**src/rtl/multicycle_ctrl_fsm.sv**
```systemverilog
`default_nettype none
// ============================================================================
// Module      : multicycle_ctrl_fsm
// Description : Main control FSM of the multi-cycle 16-bit RISC core. It
//               sequences fetch/decode/execute/memory/writeback and watches
//               the shared memory handshake with a timeout watchdog.
// Revision    : 1.0 - initial release
// ============================================================================
module multicycle_ctrl_fsm #(
    parameter int MEM_TIMEOUT = 15,
    parameter int TO_W        = 4
) (
    input  logic       clk,
    input  logic       rst,
    input  logic [3:0] opcode,
    input  logic       mem_ready,
    input  logic       reg_eq,
    output logic       mem_req,
    output logic       mem_we,
    output logic       mem_addr_sel,
    output logic       ir_we,
    output logic       pc_we,
    output logic [1:0] pc_src,
    output logic [1:0] ALUop,
    output logic       alu_src_b,
    output logic       reg_we,
    output logic       wb_sel,
    output logic       retire,
    output logic       fault,
    output logic [2:0] state_o
);

    typedef enum logic [2:0] {
        S_IDLE   = 3'd0,
        S_FETCH  = 3'd1,
        S_DECODE = 3'd2,
        S_EXEC   = 3'd3,
        S_MEM    = 3'd4,
        S_WB     = 3'd5,
        S_CTRL   = 3'd6,
        S_FAULT  = 3'd7
    } state_t;

    localparam logic [TO_W-1:0] c_TO_MAX = MEM_TIMEOUT[TO_W-1:0];
    localparam logic            c_WD_EN  = (MEM_TIMEOUT != 0);

    state_t          r_state;
    state_t          w_next;
    logic [3:0]      r_op;
    logic [TO_W-1:0] r_cnt;
    logic            w_is_lw;
    logic            w_is_sw;
    logic            w_is_ls;
    logic            w_timeout;
    logic [1:0]      w_aluop;

    assign w_is_lw   = (r_op == 4'b0000);
    assign w_is_sw   = (r_op == 4'b0001);
    assign w_is_ls   = w_is_lw | w_is_sw;
    // A late mem_ready in the last tolerated cycle still completes the access
    assign w_timeout = c_WD_EN && (r_cnt == c_TO_MAX) && !mem_ready;
    assign w_aluop   = w_is_lw ? 2'b10 : (w_is_sw ? 2'b01 : 2'b00);

    always_comb begin
        w_next = r_state;
        case (r_state)
            S_IDLE:   w_next = S_FETCH;
            S_FETCH: begin
                if (mem_ready)      w_next = S_DECODE;
                else if (w_timeout) w_next = S_FAULT;
            end
            S_DECODE: begin
                case (opcode)
                    4'b1010, 4'b1110, 4'b1111: w_next = S_FAULT;
                    4'b1011, 4'b1100, 4'b1101: w_next = S_CTRL;
                    default:                   w_next = S_EXEC;
                endcase
            end
            S_EXEC:   w_next = w_is_ls ? S_MEM : S_WB;
            S_MEM: begin
                if (mem_ready)      w_next = w_is_sw ? S_FETCH : S_WB;
                else if (w_timeout) w_next = S_FAULT;
            end
            S_WB:     w_next = S_FETCH;
            S_CTRL:   w_next = S_FETCH;
            S_FAULT:  w_next = S_FAULT;
            default:  w_next = S_FAULT;
        endcase
    end

    always_ff @(posedge clk or posedge rst) begin
        if (rst) begin
            r_state <= S_IDLE;
            r_op    <= 4'b0000;
            r_cnt   <= '0;
        end else begin
            r_state <= w_next;
            if (r_state == S_DECODE) begin
                r_op <= opcode;
            end
            // Any state change restarts the wait count for the next access
            if (w_next != r_state) begin
                r_cnt <= '0;
            end else if ((r_state == S_FETCH || r_state == S_MEM) && !mem_ready) begin
                r_cnt <= r_cnt + 1'b1;
            end
        end
    end

    always_comb begin
        mem_req      = 1'b0;
        mem_we       = 1'b0;
        mem_addr_sel = 1'b0;
        ir_we        = 1'b0;
        pc_we        = 1'b0;
        pc_src       = 2'b00;
        ALUop        = 2'b00;
        alu_src_b    = 1'b0;
        reg_we       = 1'b0;
        wb_sel       = 1'b0;
        retire       = 1'b0;
        fault        = 1'b0;
        case (r_state)
            S_FETCH: begin
                mem_req = 1'b1;
                ir_we   = mem_ready;
                pc_we   = mem_ready;
            end
            S_EXEC: begin
                ALUop     = w_aluop;
                alu_src_b = w_is_ls;
            end
            S_MEM: begin
                mem_req      = 1'b1;
                mem_addr_sel = 1'b1;
                mem_we       = w_is_sw;
                ALUop        = w_aluop;
                alu_src_b    = w_is_ls;
                retire       = mem_ready & w_is_sw;
            end
            S_WB: begin
                reg_we = 1'b1;
                wb_sel = w_is_lw;
                retire = 1'b1;
            end
            S_CTRL: begin
                retire = 1'b1;
                case (r_op)
                    4'b1011: begin pc_we = reg_eq;  pc_src = 2'b01; end
                    4'b1100: begin pc_we = ~reg_eq; pc_src = 2'b01; end
                    default: begin pc_we = 1'b1;    pc_src = 2'b10; end
                endcase
            end
            S_FAULT: fault = 1'b1;
            default: ;
        endcase
    end

    assign state_o = r_state;

endmodule
`default_nettype wire
```
**config.mk**
```make
export PLATFORM = sky130hd
export DESIGN_NAME = multicycle_ctrl_fsm
export DESIGN_NICKNAME = d
export VERILOG_FILES = /design/src/rtl/multicycle_ctrl_fsm.sv
export SDC_FILE = /design/constraint.sdc
export NUM_CORES = 1
export LEC_CHECK = 0
export ABC_AREA = 1
export ABC_CLOCK_PERIOD_IN_PS = 2100
export BUFFER_PORTS_ARGS = -buffer_cell sky130_fd_sc_hd__buf_2
export CAP_MARGIN = 30
export CORE_MARGIN = 2
export CORE_UTILIZATION = 25
export CTS_CLUSTER_DIAMETER = 150
export CTS_CLUSTER_SIZE = 40
export DETAILED_ROUTE_END_ITERATION = 7
export GPL_ROUTABILITY_DRIVEN = 0
export MAX_ROUTING_LAYER = met4
export PLACE_DENSITY = 0.52
export SLEW_MARGIN = 5
export SYNTH_ARGS = -nofsm -noshare
export SYNTH_HDL_FRONTEND = slang
export SYNTH_SLANG_ARGS = --single-unit
```
**constraint.sdc**
```tcl
create_clock -name clk -period 2.1 [get_ports clk]
set_input_delay 0.42 -clock clk [delete_from_list [all_inputs] [get_ports clk]]
set_output_delay 0.42 -clock clk [all_outputs]
set_load 0.005 [all_outputs]
```
==> flow_summary.ini, run 1 <==
[worst_setup_path]
crit_arrival_ps = 1560
cp_max_fo = 3
crit_path_end_kind = output port
cp_num_cells = 7
crit_buf_inv = 1
critPathSlowestCell = dfrtp_1
startpoint_type = flop
reg2reg_from = state_o[0]
ff2ff_path_depth = 8
cp_common_cell = nor2_1
worst-r2r-setup-slack_ps = 610
crit_type = flop to output port
worstPathRequired_ps = 1680
path_cells = ha_1 -> nand3_1 -> nor2_1 -> a21oi_4 -> nand3_2 -> nor2_1 -> buf_2
cpLargestDelayFamily = flip-flops
cpPeakStageDelay_ps = 410
reg2reg_to = r_cnt[0]

[timing]
setup_viol = 0
drv_slew = 0
rsz0062_at_grt = no
hold_ws_ps = 143
timing.setup.tns_ps = 0
final_hold_viol_count = 0
worst_slew_pin_slew_ps = 456
post-route-period-util = 0.942
fmax_mhz = 505
min_period_ps = 1980
fin_skew_ps = 0.892
maxSlewHeadroom = 0.695

[placement]
dp_hpwl_um = 1630
numPortBuffers = 24

[routing]
vias = 817
first_iter_violations = 21
drt.antenna.violating_nets = 0
wl_um = 1980
drtPass1Iterations = 4
wire_per_inst_um = 10.7
route.detailed.drc = 0
vias_per_cell = 4.39

[cts]
cts.sinks = 11
cts_buffer_depth = 2
clock_latency_ps = 270
clkTransAtPathRegs_ps = 70
root_buffer = clkbuf_4
h-tree-depth = 1
cts_tree = built
cts_buffers = 3

[logic_synthesis]
yosys_warnings = 0
yosysUniqueCellTypes = 27
syn_avg_cell_area_um2 = 7.26
synthCells = 113
synth.ff_latch_count = 11
synth_nets = 122
synth_area_um2 = 821
seq_area_frac_synth = 0.335

[final_layout]
nets = 152
final_cell_mix = buf_2 (24), nor2_1 (19), inv_1 (18), nand2_1 (18), dfrtp_1 (9)
diodes = 0
drive_above_1_share = 0.345
area_delta_synth_final_pct = 26.5
final_common_cell = buf_2

[global_routing]
antenna_found_initial = 0
grt_max_degree = 12
gr-total-overflow = 0
grt_pass1_wl_um = 3330
grt_pass1_vias = 774
grt.total_usage = 0.124

[floorplanning]
core_mm2 = 0.00308
die_x_um = 61.3
fp.dieH_um = 61.3
row_count = 20
start_util = 0.267
die_area_mm2 = 0.00376
io_pins = 25

[run_status]
status = finished, final reports clean

[pwr]
p_leak_nw = 0.545
vdd_drop_max_mv = 0.412
power_density_mw_per_mm2 = 1170

[flow_run]
maxCapViolCount = 0

[min_path]
hold_class = primary input to asynchronous set/reset pin
## what timing repair did
item / CTS / global route
endpoints found under the setup margin: 0 / 3
hold buffers: 0 / 0
resized for setup: 0 / 3
buffers inserted: 0 / 1
## layer usage
layer | part of all wire | up-vias | GRT usage
met1 | 0.47 | 374 | 0.154
met3 | 0.033 | 2 | 0.0252
met2 | 0.49 | 18 | 0.199
met5 | 0 | - | -
met4 | 0.0066 | 0 | 0.0466
li1 | - | 423 | -
## power breakdown
| part | leakage (nW) | internal, W | total (W) | switching (W) |
|---|---|---|---|---|
| registers | 0.138 | 0.000288 | 0.000387 | 0.0000989 |
| logic | 0.392 | 0.000261 | 0.000679 | 0.000418 |
| clock network | 0.0150 | 0.0000736 | 0.000147 | 0.0000737 |
| total | 0.545 | 0.000623 | 0.00121 | 0.000591 |
## synthesized netlist by cell type, drive strengths merged
cell,instances,share of area
or2,2,0.015
nor3b,1,0.0091
o22ai,1,0.0076
a21boi,1,0.0091
xnor2,1,0.011
nor3,3,0.018
nor2,22,0.12
ha,1,0.015
nand3,13,0.11
nand3b,1,0.0091
mux2,2,0.027
nor4,1,0.0076
dfrtp,11,0.34
nand4,3,0.023
inv,19,0.087
o21ai,4,0.024
a21oi,2,0.026
o211ai,1,0.0091
xor2,2,0.021
nand2,22,0.12
## state kept, by name, indices dropped and copies added, names as in the netlist
signal / count
r_op: 4
r_cnt: 4
state_o: 3
## cells by family (layout without fill, tap and decap cells)
kind of cell    count (synthesis)  count (layout)  share of synthesized area
xor+xnor                        3               3                     0.0320
mux                             2               2                     0.0274
buf+inv                        19              48                     0.0869
compound gates                  9               9                     0.0762
simple gates                   68              68                      0.427
flops                          11              11                      0.335
fa+ha+maj                       1               1                     0.0152
## layout make-up
type                       count  area, µm²
multi-input combinational     83        480
inverter                      19       71.3
timing repair buffer          25        128
tap                           44       55.1
fill                         355       2040
sequential                    11        278
clock buffer                   4       26.3
## metrics by stage
stage / worst slack (ps) / total power [W] / utilization / area (µm²) / cells
after floorplan: 556 / 0.000848 / - / 821 / 113
after global placement: 397 / 0.00105 / 0.324 / 996 / 181
after detailed placement: 340 / 0.00106 / 0.324 / 996 / 181
after CTS: 26.6 / 0.00121 / 0.332 / 1020 / 185
after global routing: 8.60 / 0.00134 / 0.337 / 1040 / 186
final: 122 / 0.00121 / 0.337 / 1040 / 186
## worst max-delay path by stage
stage | slack (ps) | from | end
floorplan | 560 | state_o[0] | wb_sel
global placement | 400 | state_o[2] | retire
detailed placement | 340 | state_o[1] | pc_we
CTS | 30 | state_o[1] | pc_we
global route | 9 | state_o[0] | ALUop[1]
finish | 120 | r_cnt[0] | retire
Note: power is estimated with default switching activity, not from simulation.
==> run 2: changes to the inputs <==
ABC_AREA = 0   (was 1)
CORE_UTILIZATION = 54   (was 25)
PLACE_DENSITY = 0.89   (was 0.52)
==> run 2 against run 1 <==
Clock skew grew 3.1 ps. Fmax shrank 2.6%. Critical path depth shrank 3. Cell area grew 0.24%. Sequential power grew 8.8%. Via count shrank 2.7%. Sequential share of layout area shrank 0.064 points. Count of clock-buffer cells in the layout shrank 1. Critical path type unchanged. Highest routed layer unchanged.
==> flow_summary.ini, run 2 <==
[placement]
numPortBuffers = 24
dp_hpwl_um = 1540
dp_cells = 131

[cts]
cts_buffers = 3
clkTransAtPathRegs_ps = 80
h-tree-depth = 1
cts_tree = built
root_buffer = clkbuf_4
cts.sinks = 11
clock_latency_ps = 280
hold_buffers = 0
cts_buffer_depth = 2

[final_layout]
area_delta_synth_final_pct = 17.2
drive_above_1_share = 0.429
nets = 129
stdcell_count = 135
final_common_cell = buf_2
diodes = 0
final_cell_mix = buf_2 (24), nand2_1 (9), dfrtp_1 (9)

[global_routing]
globalRouteMet2Util = 0.362
gr-total-overflow = 0
grt-busiest-layer = met2
grt_max_degree = 17
antenna_found_initial = 0
grtUsageMet3 = 0.0490
gr-usage-met1 = 0.282
grt.total_usage = 0.236
grt_pass1_wl_um = 3280
grt_pass1_vias = 769

[floorplanning]
die_x_um = 44.6
row_count = 14
start_util = 0.583
die_area_mm2 = 0.00199
io_pins = 25
fp.dieH_um = 44.6
core_mm2 = 0.00152

[logic_synthesis]
synth_common_cells = dfrtp_1 (11), nand2_1 (9), nor2_1 (5), nor2b_1 (5)
async_reset_ff_frac = 1.00
seq_area_frac_synth = 0.310
synth.largest_area_cell = dfrtp_1
synth_top_area_share = 0.310
synthCells = 93
synthFlopType = dfrtp_1
yosysMostFrequentCell = dfrtp_1
synth_nets = 102
syn_avg_cell_area_um2 = 9.55
yosysUniqueCellTypes = 43
synth.ff_latch_count = 11
synth_area_um2 = 888
yosys_warnings = 0
synthTopCellsByArea = dfrtp_1 (31%), mux2_1 (5.1%), nand2_1 (3.8%)
synth-edff-count = 0

[timing]
hold_ws_ps = 130
final_hold_viol_count = 0
fin_skew_ps = 4.00
min_period_ps = 2030
drv_slew = 0
rsz0062_at_grt = no
setup_viol = 0
fmax_mhz = 492
post-route-period-util = 0.967
worst_slew_pin_slew_ps = 456
maxSlewHeadroom = 0.695
timing.setup.tns_ps = 0

[worst_setup_path]
cp_max_fo = 7
crit_type = flop to output port
crit_arrival_ps = 1610
reg2reg_from = r_cnt[0]
ff2ff_path_depth = 5
worstPathRequired_ps = 1680
startpoint_type = flop
crit_path_end_kind = output port
worst-r2r-setup-slack_ps = 590
reg2reg_to = r_cnt[1]

[pwr]
power_density_mw_per_mm2 = 1330
p_leak_nw = 0.492
vdd_drop_max_mv = 0.738

[flow_run]
maxCapViolCount = 0

[min_path]
hold_class = primary input to asynchronous set/reset pin

[routing]
vias_per_cell = 5.89
route.detailed.drc = 0
wl_um = 2010
wire_per_inst_um = 14.9
first_iter_violations = 17
drtPass1Iterations = 4
drt.antenna.violating_nets = 0
vias = 795

[run_status]
status = finished, final reports clean
run 2: cell count changes in the layout (fill, tap and decap cells not counted), moves of 3 or more:
cell / previous run / this run
and2b_4: 0 / 3
inv_1: 18 / 2
mux2_1: 0 / 4
nand2_1: 18 / 9
nand2_2: 3 / 0
nand3_1: 8 / 3
nand3_2: 5 / 0
nor2_1: 19 / 4
nor2b_1: 0 / 5
run 2: worst max-delay path by stage:
stage | from | to
after floorplan | state_o[2] | ALUop[1]
after global placement | state_o[0] | ALUop[1]
after detailed placement | state_o[0] | ALUop[1]
after CTS | state_o[0] | ALUop[1]
after global routing | r_op[0] | pc_we
final | r_op[1] | ALUop[1]
run 2: critical path: stages (launching register included):
cell and delay [ps]:
dfrtp_1 450, or3_1 450, a21oi_2 170, nor2b_1 140
buf_2 120
run 2: timing repair:
item / in CTS / in global routing
setup endpoints to repair: 0 / 4
setup buffers: 0 / 0
resized for setup: 0 / 3
run 2: kinds of logic after synthesis:
group,Yosys count,synth area share
simple gates,47,0.328
compound gates,19,0.190
flops,11,0.310
buf+inv,6,0.0479
mux,5,0.0620
xor+xnor,4,0.0479
fa+ha+maj,1,0.0141
run 2: routing by layer:
layer,vias up,wire length (µm),share of wire
met3,4,111,0.055
met4,0,33,0.016
met2,28,995,0.50
met5,-,0,0
li1,386,-,-
met1,377,868,0.43
run 2: stage by stage:
step / instance area, µm² / util / total power, W / setup WS [ps]
2_1_floorplan: 888 / - / 0.00102 / 532
4_1_cts: 1040 / 0.680 / 0.00137 / 16.2
5_1_grt: 1040 / 0.683 / 0.00149 / 26.0
6_report: 1040 / 0.683 / 0.00139 / 68.5
3_3_place_gp: 1010 / 0.662 / 0.00118 / 392
3_5_place_dp: 1010 / 0.662 / 0.00122 / 320
run 2: where the power goes:
| part | switching (W) | internal (W) | leakage (nW) |
|---|---|---|---|
| clock | 0.0000833 | 0.0000707 | 0.0177 |
| combinational | 0.000431 | 0.000379 | 0.338 |
| sequential | 0.000129 | 0.000292 | 0.137 |
run 2: final cells by class:
type / count / area [µm²]
sequential: 11 / 278
tap: 16 / 20.0
fill: 124 / 483
multi-input combinational: 76 / 573
clock inverter: 1 / 5.00
clock buffer: 3 / 22.5
timing repair buffer: 26 / 135
inverter: 2 / 7.51
